--- src/rtl/node_pkg.sv ---
// node_pkg
// Shared constants and types for the neighbour-scan controller.
//   KEY_W   : width of one node / neighbour value
//   state_t : scan controller FSM states
package node_pkg;

    localparam int KEY_W = 2;

    typedef enum logic [1:0] {
        IDLE = 2'd0,
        SCAN = 2'd1,
        DONE = 2'd2
    } state_t;

endpackage

--- src/rtl/node_scan_ctrl_eq2_cmp.sv ---
// eq2_cmp
// Combinational equality comparator for one key-width value.
// Ports:
//   i_a, i_b : values to compare
//   o_eq     : 1 when i_a equals i_b
module eq2_cmp
    import node_pkg::*;
(
    input  logic [KEY_W-1:0] i_a,
    input  logic [KEY_W-1:0] i_b,
    output logic             o_eq
);

    assign o_eq = (i_a == i_b);

endmodule

--- src/rtl/node_scan_ctrl.sv ---
// node_scan_ctrl
// Serially compares a captured key against NBR captured neighbour slots,
// one slot per clock, through a single shared comparator.
// Ports:
//   clk, rst_n  : clock, asynchronous active-low reset
//   start       : begin a scan (only honoured in IDLE)
//   abort       : cancel a scan in progress, clearing all results
//   key_in      : node value to match
//   nbr_in      : flattened neighbour values, slot i at [2i+1:2i]
//   busy        : high while scanning or in the done cycle
//   done        : one-cycle pulse when results are final
//   match       : any recorded slot matched
//   match_mask  : per-slot match bits
//   match_cnt   : number of matching slots
//   first_idx   : lowest matching slot (0 if none)
module node_scan_ctrl
    import node_pkg::*;
#(
    parameter int NBR        = 4,
    parameter bit EARLY_EXIT = 1'b0
) (
    input  logic                       clk,
    input  logic                       rst_n,
    input  logic                       start,
    input  logic                       abort,
    input  logic [KEY_W-1:0]           key_in,
    input  logic [KEY_W*NBR-1:0]       nbr_in,
    output logic                       busy,
    output logic                       done,
    output logic                       match,
    output logic [NBR-1:0]             match_mask,
    output logic [$clog2(NBR+1)-1:0]   match_cnt,
    output logic [$clog2(NBR)-1:0]     first_idx
);

    localparam int IDX_W = $clog2(NBR);
    localparam int CNT_W = $clog2(NBR+1);

    state_t             r_state;
    logic [IDX_W-1:0]   r_idx;
    logic [KEY_W-1:0]   r_key;
    logic [KEY_W-1:0]   r_slot [NBR];
    logic               r_busy;
    logic               r_done;
    logic               r_match;
    logic [NBR-1:0]     r_mask;
    logic [CNT_W-1:0]   r_cnt;
    logic [IDX_W-1:0]   r_first;

    logic [KEY_W-1:0]   w_slot;
    logic               w_eq;
    logic               w_last;
    logic               w_stop;

    // The slot under test is selected from the captured copy, so later
    // changes on nbr_in cannot disturb a scan in flight.
    assign w_slot = r_slot[r_idx];
    assign w_last = (r_idx == IDX_W'(NBR-1));
    assign w_stop = w_last || (EARLY_EXIT && w_eq);

    eq2_cmp u_cmp (
        .i_a  (w_slot),
        .i_b  (r_key),
        .o_eq (w_eq)
    );

    // Scan FSM with all outputs registered. Abort is tested before any
    // scan progress so it beats a scan completing on the same edge, and
    // in IDLE it also vetoes a simultaneous start.
    always_ff @(posedge clk or negedge rst_n) begin
        if (!rst_n) begin
            r_state <= IDLE;
            r_idx   <= '0;
            r_key   <= '0;
            for (int i = 0; i < NBR; i++) r_slot[i] <= '0;
            r_busy  <= 1'b0;
            r_done  <= 1'b0;
            r_match <= 1'b0;
            r_mask  <= '0;
            r_cnt   <= '0;
            r_first <= '0;
        end else begin
            case (r_state)
                IDLE: begin
                    r_done <= 1'b0;
                    if (start && !abort) begin
                        r_key <= key_in;
                        for (int i = 0; i < NBR; i++)
                            r_slot[i] <= nbr_in[i*KEY_W +: KEY_W];
                        r_idx   <= '0;
                        r_match <= 1'b0;
                        r_mask  <= '0;
                        r_cnt   <= '0;
                        r_first <= '0;
                        r_busy  <= 1'b1;
                        r_state <= SCAN;
                    end
                end
                SCAN: begin
                    if (abort) begin
                        r_idx   <= '0;
                        r_match <= 1'b0;
                        r_mask  <= '0;
                        r_cnt   <= '0;
                        r_first <= '0;
                        r_busy  <= 1'b0;
                        r_done  <= 1'b0;
                        r_state <= IDLE;
                    end else begin
                        r_mask[r_idx] <= w_eq;
                        r_idx         <= r_idx + IDX_W'(1);
                        if (w_eq) begin
                            r_match <= 1'b1;
                            if (r_cnt != CNT_W'(NBR))
                                r_cnt <= r_cnt + CNT_W'(1);
                            // Only the first hit sets the lowest index.
                            if (!r_match)
                                r_first <= r_idx;
                        end
                        if (w_stop) begin
                            r_done  <= 1'b1;
                            r_state <= DONE;
                        end
                    end
                end
                DONE: begin
                    if (abort) begin
                        r_idx   <= '0;
                        r_match <= 1'b0;
                        r_mask  <= '0;
                        r_cnt   <= '0;
                        r_first <= '0;
                    end
                    r_busy  <= 1'b0;
                    r_done  <= 1'b0;
                    r_state <= IDLE;
                end
                default: begin
                    r_busy  <= 1'b0;
                    r_done  <= 1'b0;
                    r_state <= IDLE;
                end
            endcase
        end
    end

    assign busy       = r_busy;
    assign done       = r_done;
    assign match      = r_match;
    assign match_mask = r_mask;
    assign match_cnt  = r_cnt;
    assign first_idx  = r_first;

endmodule

--- config.mk ---
export PLATFORM = sky130hd
export DESIGN_NAME = node_scan_ctrl
export DESIGN_NICKNAME = d
export VERILOG_FILES = /design/src/rtl/node_pkg.sv /design/src/rtl/node_scan_ctrl_eq2_cmp.sv /design/src/rtl/node_scan_ctrl.sv
export SDC_FILE = /design/constraint.sdc
export NUM_CORES = 1
export LEC_CHECK = 0
export ABC_CLOCK_PERIOD_IN_PS = 6120
export CAP_MARGIN = 40
export CORE_MARGIN = 2
export CORE_UTILIZATION = 35
export CTS_BUF_LIST = sky130_fd_sc_hd__clkbuf_8
export DETAILED_ROUTE_END_ITERATION = 8
export PLACE_DENSITY = 0.56
export SLEW_MARGIN = 25
export SYNTH_ARGS = -nofsm -noshare
export SYNTH_HDL_FRONTEND = slang
export SYNTH_HIERARCHICAL = 1
export SYNTH_SLANG_ARGS = --single-unit
--- constraint.sdc ---
create_clock -name clk -period 6.12 [get_ports clk]
set_clock_uncertainty 0.2 [all_clocks]
set_input_delay 1.224 -clock clk [delete_from_list [all_inputs] [get_ports clk]]
set_output_delay 1.224 -clock clk [all_outputs]
set_load 0.1 [all_outputs]
==> results of run 1 <==
## cell usage after synthesis, drive strengths merged (2+ instances only)
master | n | area [sq um]
dfrtp | 26 | 651
mux2 | 12 | 135
inv | 7 | 26.3
nor2 | 7 | 31.3
ha | 6 | 75.1
nor3b | 5 | 62.6
a221o | 4 | 45.0
a22o | 4 | 35.0
nand2 | 4 | 15.0
a2bb2oi | 2 | 17.5
and2 | 2 | 12.5
buf | 2 | 18.8
mux4 | 2 | 45.0
nand2b | 2 | 20.0
o21ai | 2 | 10.0
o21bai | 2 | 15.0
xor2 | 2 | 17.5
## power by group through the flow
stage	Sequential, mW	Clock, mW	Combinational [mW]
CTS	0.222	0.145	0.218
finish	0.221	0.141	0.216
floorplan	0.279	0	0.0861
global route	0.226	0.155	0.230
detailed placement	0.225	0	0.218
global placement	0.223	0	0.188
## worst max-delay path, cell delays in order (launching register included)
cell and delay (ns):
dfrtp_1 0.42, clkdlybuf4s50_1 0.54, buf_8 0.20
## cell families (layout without fill, tap and decap cells)
logic type / Yosys count / after routing / synth area share (%)
flops: 26 / 26 / 50.6
simple gates: 23 / 23 / 12.4
compound gates: 18 / 18 / 12.4
mux: 14 / 14 / 14.0
buf+inv: 9 / 50 / 3.50
fa+ha+maj: 6 / 6 / 5.84
xor+xnor: 2 / 2 / 1.36
## flip-flops by register name (all words and copies together), names as in the netlist
name and flops:
first_idx 2, r_key 2, busy 1, match_cnt 3, r_state 2, r_idx 2, r_slot 8, match 1
match_mask 4, done 1
## layer usage
layer	vias to the layer above	global-route usage (%)	routed length, um
li1	434	-	-
met1	444	16.4	1130
met2	22	22.5	1290
met3	2	2.60	71
met4	0	3.99	12
met5	-	0	0
## through the flow
| step | std cells | utilization, % | power, mW |
|---|---|---|---|
| 2_1_floorplan | 98 | - | 0.365 |
| 3_3_place_gp | 171 | 44.2 | 0.411 |
| 3_5_place_dp | 183 | 49.2 | 0.443 |
| 4_1_cts | 187 | 51.1 | 0.585 |
| 5_1_grt | 187 | 51.1 | 0.611 |
| 6_report | 187 | 51.1 | 0.578 |
## worst max-delay path by stage
| stage | start | to | cells after the start |
|---|---|---|---|
| floorplan | abort | r_key[0] | 4 |
| global placement | match_cnt[1] | match_cnt[1] | 1 |
| detailed placement | abort | match_mask[0] | 5 |
| CTS | match_cnt[0] | match_cnt[0] | 2 |
| global route | match_cnt[0] | match_cnt[0] | 2 |
| finish | match_cnt[0] | match_cnt[0] | 2 |
## area by class of cell
type                            instances  area share, %
Sequential cell                        26           35.3
Multi-Input combinational cell         63           32.0
Timing Repair Buffer                   39           24.2
Tap cell                               48           3.26
Clock buffer                            3           2.24
Clock inverter                          1           1.63
Inverter                                7           1.42
==> qor.csv, run 1 <==
stage;metric;value;unit
status;status;complete, no violations;
yosys;FFs w/ async S/R, synth;100;%
placement;DP Area;1770;sq um
final_layout;# fillers;343;
placement;DP HPWL;1.83;mm
worst_setup_path;path depth of the worst reg2reg path;7;
clock_network;clk slew on worst S/H paths;0.09;ns
yosys;Cells after Synth;98;
power;power per cell area;313;nW/um^2
yosys;Post-synth EDFFs;0;
global_routing;initial antenna violation count;0;
sta;setup ws final;3.27;ns
global_routing;Total Routing Usage GR;13.0;%
clock_network;CTS sink cnt;26;
final_layout;post-route design area;1840;sq um
worst_setup_path;CP endpoint kind;output pin;
routing;drt total wl;2.50;mm
worst_hold_path;HP Class;register to register;
power;Pleak;0.801;nW
clock_network;CTS max path bufs;2;
clock_network;CTS resizes;0;
worst_setup_path;R2R setup slack;3.56;ns
routing;1st-pass router iterations;4;
yosys;synth warn;6;
placement;Place WS;3.12;ns
routing;Routed Antenna Nets;0;
final_layout;# diodes;0;
worst_hold_path;critical hold path startpoint;done;
yosys;Synth cell types;28;
worst_setup_path;worst reg2reg endpoint;match_cnt[0];
worst_setup_path;Worst Path Arrival;1.42;ns
clock_network;CTS Buf Count;3;
sta;final worst path period share;46.5;%
final_layout;leading cell type in the layout, fill and taps excluded;dfrtp_1;
worst_setup_path;data required time of the critical path;4.70;ns
yosys;top_reg_cell synth;dfrtp_1;
final_layout;Synth-to-Final Area Change;43.4;%
floorplan;boundary pin count;26;
floorplan;DIE AREA;4180;sq um
power;P_int;0.383;mW
clock_network;CTS tree;yes;
global_routing;grt total ovfl;0;
floorplan;Die Y-Extent;64.6;um
final_layout;layout net count;160;
sta;fin crit period;2.85;ns
yosys;Seq/Total Area, Yosys;50.6;%
sta;setup TNS;0;ns
final_layout;most frequent cells in the layout;dfrtp_1 (26), clkdlybuf4s50_1 (25), mux2_2 (12), buf_8 (12);
floorplan;Die W;64.6;um
worst_setup_path;RR Startpoint;r_idx[0];
power;net switching power;0.195;mW
sta;f_max;351;MHz
global_routing;first-pass GRT wire length;4.17;mm
sta;worst hold margin;0.311;ns
global_routing;vias in the first global route;895;
yosys;#FFs+latches synth;26;
sta;final hold vios;0;
power;Clock Power Share;24.5;%
run;max-cap viol count;0;
sta;slew margin rel.;64.0;%
clock_network;Setup Fix Bufs, Post-CTS;0;
yosys;mapped cell area;1290;sq um
placement;routability cong.;0.732;
power;Comb pwr share;37.3;%
power;Worst VDD drop;0.129;mV
clock_network;clk_lat worst skew;0.27;ns
final_layout;footprint of the multi-input gates;591;sq um
routing;drc violations;0;
routing;DRT iter0 DRCs;35;
final_layout;Reg area;651;sq um
clock_network;clock root cell;clkbuf_8;
sta;Slew @ Worst Pin;0.538;ns
sta;Setup violations, final;0;
worst_setup_path;type of the worst setup path;register to output pin;
clock_network;H-tree depth;1;
routing;Vias/cell;4.82;
worst_hold_path;Hold EP;done;
power;Switching Share;33.8;%
final_layout;fraction of layout cells with a size suffix above 1;33.8;%
yosys;post-synth net total;118;
sta;fin. max-slew vios;0;
routing;DR vias;902;
worst_hold_path;worst hold stages;2;
global_routing;pin count of the biggest net entering global routing;27;
power;Reg power frac;38.2;%
yosys;Syn Area/Cell;13.1;sq um
worst_setup_path;maximum fanout along the worst path;4;
floorplan;Initial Util;35.7;%
floorplan;Site Rows;22;
routing;WL per Instance;13.3;um
placement;PortBufs;25;
clock_network;# hold bufs at CTS;0;
worst_setup_path;crit start category;register;
sta;RSZ-0062 raised after global routing;no;
floorplan;core area;3610;sq um
Note: power is estimated with default switching activity, not from simulation.
==> run 2, diff against run 1 <==
--- a/config.mk
+++ b/config.mk
@@ -5,13 +5,13 @@
 export SDC_FILE = /design/constraint.sdc
 export NUM_CORES = 1
 export LEC_CHECK = 0
-export ABC_CLOCK_PERIOD_IN_PS = 6120
+export ABC_CLOCK_PERIOD_IN_PS = 2300
 export CAP_MARGIN = 40
 export CORE_MARGIN = 2
 export CORE_UTILIZATION = 35
 export CTS_BUF_LIST = sky130_fd_sc_hd__clkbuf_8
 export DETAILED_ROUTE_END_ITERATION = 8
-export PLACE_DENSITY = 0.56
+export PLACE_DENSITY = 0.58
 export SLEW_MARGIN = 25
 export SYNTH_ARGS = -nofsm -noshare
 export SYNTH_HDL_FRONTEND = slang
==> constraint.sdc (replaced) <==
create_clock -name clk -period 2.3 [get_ports clk]
set_clock_uncertainty 0.2 [all_clocks]
set_input_delay 0.46 -clock clk [delete_from_list [all_inputs] [get_ports clk]]
set_output_delay 0.46 -clock clk [all_outputs]
set_load 0.1 [all_outputs]
==> run 2 against run 1 <==
Effect of this change: core utilization is 4.5 points lower; worst setup slack got worse by 3.2 ns; flip-flop and latch count is the same; global-route usage down 0.68 points; routed wire length is 6.8% lower; sequential power rose to 2.6 times the previous value; worst hold slack hardly changed; final cell count decreased by 3.2%; count of clock-buffer cells in the layout unchanged; highest routed layer unchanged.
==> qor.csv, run 2 (synthesis results as in run 1) <==
stage;metric;value;unit;change
status;status;complete, no violations;;
final_layout;leading cell type in the layout, fill and taps excluded;dfrtp_1;;
clock_network;clk slew on worst S/H paths;0.09;ns;about the same
sta;f_max;457;MHz;
floorplan;core area;3610;sq um;unchanged
run;max-cap viol count;0;;unchanged
floorplan;Die Y-Extent;64.6;um;unchanged
routing;Vias/cell;4.77;;-1.0%
global_routing;Total Routing Usage GR;12.4;%;-0.68 points
global_routing;pin count of the biggest net entering global routing;27;;unchanged
worst_setup_path;CP endpoint kind;register;;
final_layout;post-route design area;1680;sq um;-8.8%
final_layout;most frequent cells in the layout;dfrtp_1 (26), buf_4 (20), clkdlybuf4s50_1 (13), mux2_2 (11);;
global_routing;vias in the first global route;852;;-4.8%
worst_hold_path;worst hold stages;1;;-1
routing;met2 wire length;1.13;mm;-12%
sta;Slew @ Worst Pin;0.561;ns;+0.0230 ns
routing;DR vias;864;;-4.2%
routing;met3 WL;101;um;+42%
final_layout;# fillers;346;;+0.87%
worst_hold_path;HP Class;register to register;;
power;Pleak;0.769;nW;-4.0%
routing;drt total wl;2.33;mm;-6.8%
final_layout;footprint of the multi-input gates;594;sq um;+0.64%
floorplan;boundary pin count;26;;unchanged
final_layout;# diodes;0;;unchanged
sta;Setup violations, final;0;;unchanged
routing;1st-pass router iterations;4;;unchanged
clock_network;CTS Buf Count;3;;unchanged
placement;DP Area;1600;sq um;-9.7%
floorplan;Site Rows;22;;unchanged
routing;drc violations;0;;unchanged
power;Worst VDD drop;0.339;mV;+160%
final_layout;Reg with most FFs;r_slot;;
placement;Place WS;0.0401;ns;-3.08 ns
sta;final hold vios;0;;unchanged
clock_network;clk_lat worst skew;0.27;ns;about the same
sta;fin. max-slew vios;0;;unchanged
final_layout;fraction of layout cells with a size suffix above 1;39.8;%;+6.0 points
power;power per cell area;891;nW/um^2;+180%
worst_setup_path;data required time of the critical path;2.26;ns;-2.44 ns
clock_network;CTS sink cnt;26;;unchanged
final_layout;layout net count;154;;-3.8%
global_routing;first-pass GRT wire length;3.88;mm;-7.0%
worst_setup_path;path depth of the worst reg2reg path;7;;unchanged
final_layout;number of flip-flops in the largest register;8;;unchanged
global_routing;grt total ovfl;0;;unchanged
clock_network;clock root cell;clkbuf_8;;
routing;WL per Instance;12.9;um;-3.7%
sta;fin crit period;2.19;ns;
sta;final worst path period share;95.1;%;
routing;Routed Antenna Nets;0;;unchanged
placement;PortBufs;25;;unchanged
final_layout;Synth-to-Final Area Change;30.8;%;
clock_network;CTS max path bufs;2;;unchanged
worst_setup_path;Worst Path Arrival;2.15;ns;+0.73 ns
routing;DRT iter0 DRCs;41;;+17%
sta;setup ws final;0.112;ns;-3.16 ns
floorplan;Die W;64.6;um;unchanged
worst_setup_path;crit start category;register;;
worst_setup_path;maximum fanout along the worst path;3;;-1
global_routing;initial antenna violation count;0;;unchanged
clock_network;H-tree depth;1;;unchanged
floorplan;DIE AREA;4180;sq um;unchanged
placement;DP HPWL;1.79;mm;-2.6%
worst_setup_path;type of the worst setup path;register to register;;
routing;Top Metal Used;met4;;
final_layout;Reg area;651;sq um;unchanged
sta;slew margin rel.;62.4;%;-1.5 points
placement;routability cong.;0.749;;+2.4%
clock_network;CTS tree;yes;;
floorplan;Initial Util;35.7;%;unchanged
routing;DRT met1 WL;1.06;mm;-6.0%
==> run 2: cell types whose count changed in the layout (fill, tap and decap cells not counted), sizes merged <==
cell           previous run  this run
clkdlybuf4s50            25        13
buf                      14        20
==> run 2: critical path, stage by stage (launching register included) <==
cell,delay [ns]
dfrtp_1,0.42
mux4_2,0.52
xor2_1,0.15
nor2_1,0.14
a21bo_2,0.25
nand2_1,0.06
o21ai_1,0.07
mux2_4,0.26
==> run 2: metrics by stage <==
| stage | total power, mW | util [%] | hold slack (ns) | TNS, ns | instances |
|---|---|---|---|---|---|
| 6_report | 1.50 | 46.7 | 0.311 | 0 | 181 |
| 3_3_place_gp | 1.12 | 44.4 | 0.298 | 0 | 176 |
| 2_1_floorplan | 0.971 | - | -0.0356 | 0 | 98 |
| 3_5_place_dp | 1.13 | 44.4 | 0.298 | 0 | 176 |
| 5_1_grt | 1.58 | 46.7 | 0.336 | -0.00619 | 181 |
| 4_1_cts | 1.51 | 46.4 | 0.320 | 0 | 180 |
==> run 2: per-layer routing <==
layer | track usage, % | vias to the layer above
met3 | 2.60 | 5
met4 | 4.79 | 0
met1 | 14.6 | 415
met2 | 21.9 | 23
met5 | 0 | -
li1 | - | 421
==> run 2: timing repair <==
item                                    CTS  global route
buffers inserted                          0             1
endpoints found under the setup margin    0             1
hold buffers                              0             0
gates resized for setup                   0             2
==> run 2: layout make-up <==
cell class,count,area share (%)
Inverter,7,1.56
Sequential cell,26,38.7
Multi-Input combinational cell,63,35.3
Clock inverter,1,1.78
Timing Repair Buffer,33,16.7
Clock buffer,3,2.45
Tap cell,48,3.57
==> run 2: final timing paths <==
| check | start | endpoint | slack (ns) |
|---|---|---|---|
| max in group asynchronous | rst_n | r_state[0] | 1.31 |
| worst min register to register | first_idx[0] | first_idx[0] | 0.31 |
| min in group asynchronous | rst_n | match_cnt[1] | 0.34 |
| worst min-delay path | first_idx[0] | first_idx[0] | 0.31 |
| worst max register to register | r_idx[0] | match_cnt[0] | 0.11 |
| worst max-delay path | r_idx[0] | match_cnt[0] | 0.11 |
==> run 2: report_power, final <==
group	internal [mW]	leakage, nW	switching (mW)
clock	0.233	0.0357	0.145
sequential	0.529	0.334	0.0532
combinational	0.224	0.399	0.316
total	0.985	0.769	0.514
==> run 3, diff against run 2 <==
--- a/config.mk
+++ b/config.mk
@@ -5,13 +5,14 @@
 export SDC_FILE = /design/constraint.sdc
 export NUM_CORES = 1
 export LEC_CHECK = 0
-export ABC_CLOCK_PERIOD_IN_PS = 2300
+export ABC_CLOCK_PERIOD_IN_PS = 2800
 export CAP_MARGIN = 40
 export CORE_MARGIN = 2
 export CORE_UTILIZATION = 35
 export CTS_BUF_LIST = sky130_fd_sc_hd__clkbuf_8
+export CTS_CLUSTER_SIZE = 40
 export DETAILED_ROUTE_END_ITERATION = 8
-export PLACE_DENSITY = 0.58
+export PLACE_DENSITY = 0.56
 export SLEW_MARGIN = 25
 export SYNTH_ARGS = -nofsm -noshare
 export SYNTH_HDL_FRONTEND = slang
==> constraint.sdc (replaced) <==
create_clock -name clk -period 2.8 [get_ports clk]
set_clock_uncertainty 0.2 [all_clocks]
set_input_delay 0.56 -clock clk [delete_from_list [all_inputs] [get_ports clk]]
set_output_delay 0.56 -clock clk [all_outputs]
set_load 0.005 [all_outputs]
==> run 3 against run 2 <==
Effect of this change: non-clock buffer count decreased by 6; final cell count decreased by 3.3%; clock power decreased by 19%; worst hold slack got worse by 0.0047 ns; sequential power decreased by 17%; via count decreased by 2.0%; routed wire length decreased by 1.0%; design area decreased by 1.1%; fmax decreased by 13%; critical endpoint unchanged; largest cell class unchanged.
==> qor.csv, run 3 (synthesis results as in run 1) <==
stage;metric;value;unit;change
global_routing;Total Routing Usage GR;13.0;%;+0.60 points
floorplan;Site Rows;22;;unchanged
sta;Slew @ Worst Pin;0.551;ns;-0.0101 ns
worst_setup_path;R2R setup slack;0.30;ns;+0.18 ns
clock_network;clock root cell;clkbuf_8;;
clock_network;CTS Buf Count;3;;unchanged
global_routing;vias in the first global route;906;;+6.3%
power;Worst VDD drop;0.275;mV;-19%
global_routing;first-pass GRT wire length;4.22;mm;+8.9%
final_layout;post-route design area;1660;sq um;-1.1%
clock_network;Setup Fix Bufs, Post-CTS;0;;unchanged
routing;drc violations;0;;unchanged
placement;DP HPWL;1.75;mm;-2.1%
placement;Post-Place Cells;171;;-2.8%
final_layout;number of flip-flops in the largest register;8;;unchanged
routing;drt total wl;2.30;mm;-1.0%
sta;final hold vios;0;;unchanged
final_layout;# diodes;0;;unchanged
final_layout;layout net count;148;;-3.9%
global_routing;pin count of the biggest net entering global routing;27;;unchanged
status;status;complete, no violations;;
worst_setup_path;crit start category;register;;
power;power per cell area;643;nW/um^2;-28%
placement;PortBufs;25;;unchanged
run;max-cap viol count;0;;unchanged
sta;fin. max-slew vios;0;;unchanged
floorplan;boundary pin count;26;;unchanged
sta;RSZ-0062 raised after global routing;no;;
routing;1st-pass router iterations;4;;unchanged
clock_network;clk slew on worst S/H paths;0.09;ns;about the same
sta;f_max;399;MHz;-13%
worst_setup_path;Worst Path Arrival;2.46;ns;+0.31 ns
worst_hold_path;critical hold path startpoint;done;;
final_layout;Reg with most FFs;r_slot;;
final_layout;most frequent cells in the layout;dfrtp_1 (26), clkdlybuf4s50_1 (25), mux2_2 (12), inv_1 (6), ha_1 (6);;
clock_network;CTS resizes;0;;unchanged
worst_setup_path;RR Startpoint;r_idx[0];;
clock_network;clk_lat worst skew;0.27;ns;about the same
routing;WL per Instance;13.2;um;+2.4%
floorplan;Initial Util;35.7;%;unchanged
power;Pleak;0.714;nW;-7.2%
worst_hold_path;worst hold stages;2;;+1
floorplan;Die W;64.6;um;unchanged
worst_hold_path;HP Class;register to register;;
placement;routability cong.;0.733;;-2.2%
routing;DR vias;847;;-2.0%
final_layout;Non-Filler Instances;175;;-3.3%
sta;slew margin rel.;63.1;%;+0.68 points
routing;Routed Antenna Nets;0;;unchanged
floorplan;core area;3610;sq um;unchanged
worst_setup_path;type of the worst setup path;register to register;;
clock_network;H-tree depth;1;;unchanged
worst_setup_path;worst reg2reg endpoint;match_cnt[0];;
final_layout;Synth-to-Final Area Change;29.4;%;
worst_hold_path;Hold EP;done;;
worst_setup_path;Setup crit start;r_idx[0];;
final_layout;fraction of layout cells with a size suffix above 1;27.6;%;-12 points
placement;DP Area;1590;sq um;-0.47%
final_layout;final core occ;46.1;%;-0.52 points
global_routing;grt total ovfl;0;;unchanged
clock_network;CTS max path bufs;2;;unchanged
global_routing;initial antenna violation count;0;;unchanged
final_layout;leading cell type in the layout, fill and taps excluded;dfrtp_1;;
worst_setup_path;CP endpoint kind;register;;
clock_network;CTS sink cnt;26;;unchanged
sta;final worst path period share;89.5;%;-5.7 points
floorplan;DIE AREA;4180;sq um;unchanged
floorplan;Die Y-Extent;64.6;um;unchanged
clock_network;CTS tree;yes;;
sta;fin crit period;2.50;ns;+0.316 ns
sta;Setup violations, final;0;;unchanged
worst_setup_path;maximum fanout along the worst path;7;;+4
routing;DRT iter0 DRCs;29;;-29%
routing;Vias/cell;4.84;;+1.4%
worst_setup_path;data required time of the critical path;2.76;ns;+0.50 ns
clock_network;# hold bufs at CTS;0;;unchanged
worst_setup_path;path depth of the worst reg2reg path;7;;unchanged
sta;setup TNS;0;ns;unchanged
-- run 3: layout make-up --
type,count,area [sq um]
clock buffers,3,41.3
multi-input cells,63,591
repair buffers,27,265
clock inverters,1,30.0
inverters,7,26.3
well taps,48,60.1
flip-flops and latches,26,651
fillers,327,1940
-- run 3: worst max path at each step --
stage                        end  cells after the start  slack (ns)
floorplan           match_cnt[0]                      7        0.54
global placement    match_cnt[0]                      7        0.42
detailed placement  match_cnt[0]                      7        0.31
CTS                 match_cnt[0]                      7        0.29
global route        match_cnt[0]                      7        0.14
finish              match_cnt[0]                      7        0.30
-- run 3: per-layer routing --
metal	share of wire, %	GRT usage [%]
met4	0.48	4.79
met1	47	16.4
met3	4.2	2.26
met2	49	22.1
met5	0	0
-- run 3: metrics by stage --
stage	total power, mW	hold WS, ns	setup WS [ns]
floorplan	0.666	0.0644	0.544
global placement	0.763	0.288	0.423
detailed placement	0.774	0.290	0.311
CTS	1.09	0.314	0.289
global route	1.14	0.330	0.136
finish	1.07	0.306	0.295
-- run 3: report_power, final --
| part | switching [mW] | total, mW | internal [mW] | leakage, nW |
|---|---|---|---|---|
| Sequential | 0.0484 | 0.483 | 0.434 | 0.334 |
| Combinational | 0.115 | 0.278 | 0.163 | 0.344 |
| Clock | 0.117 | 0.308 | 0.191 | 0.0357 |
-- run 3: critical path: stages (launching register included) --
cell and delay, ns:
dfrtp_1 0.53, mux4_2 0.56, xor2_1 0.16, nor2_1 0.24
a21bo_2 0.27, nand2_1 0.06, o21ai_0 0.09, mux2_2 0.28
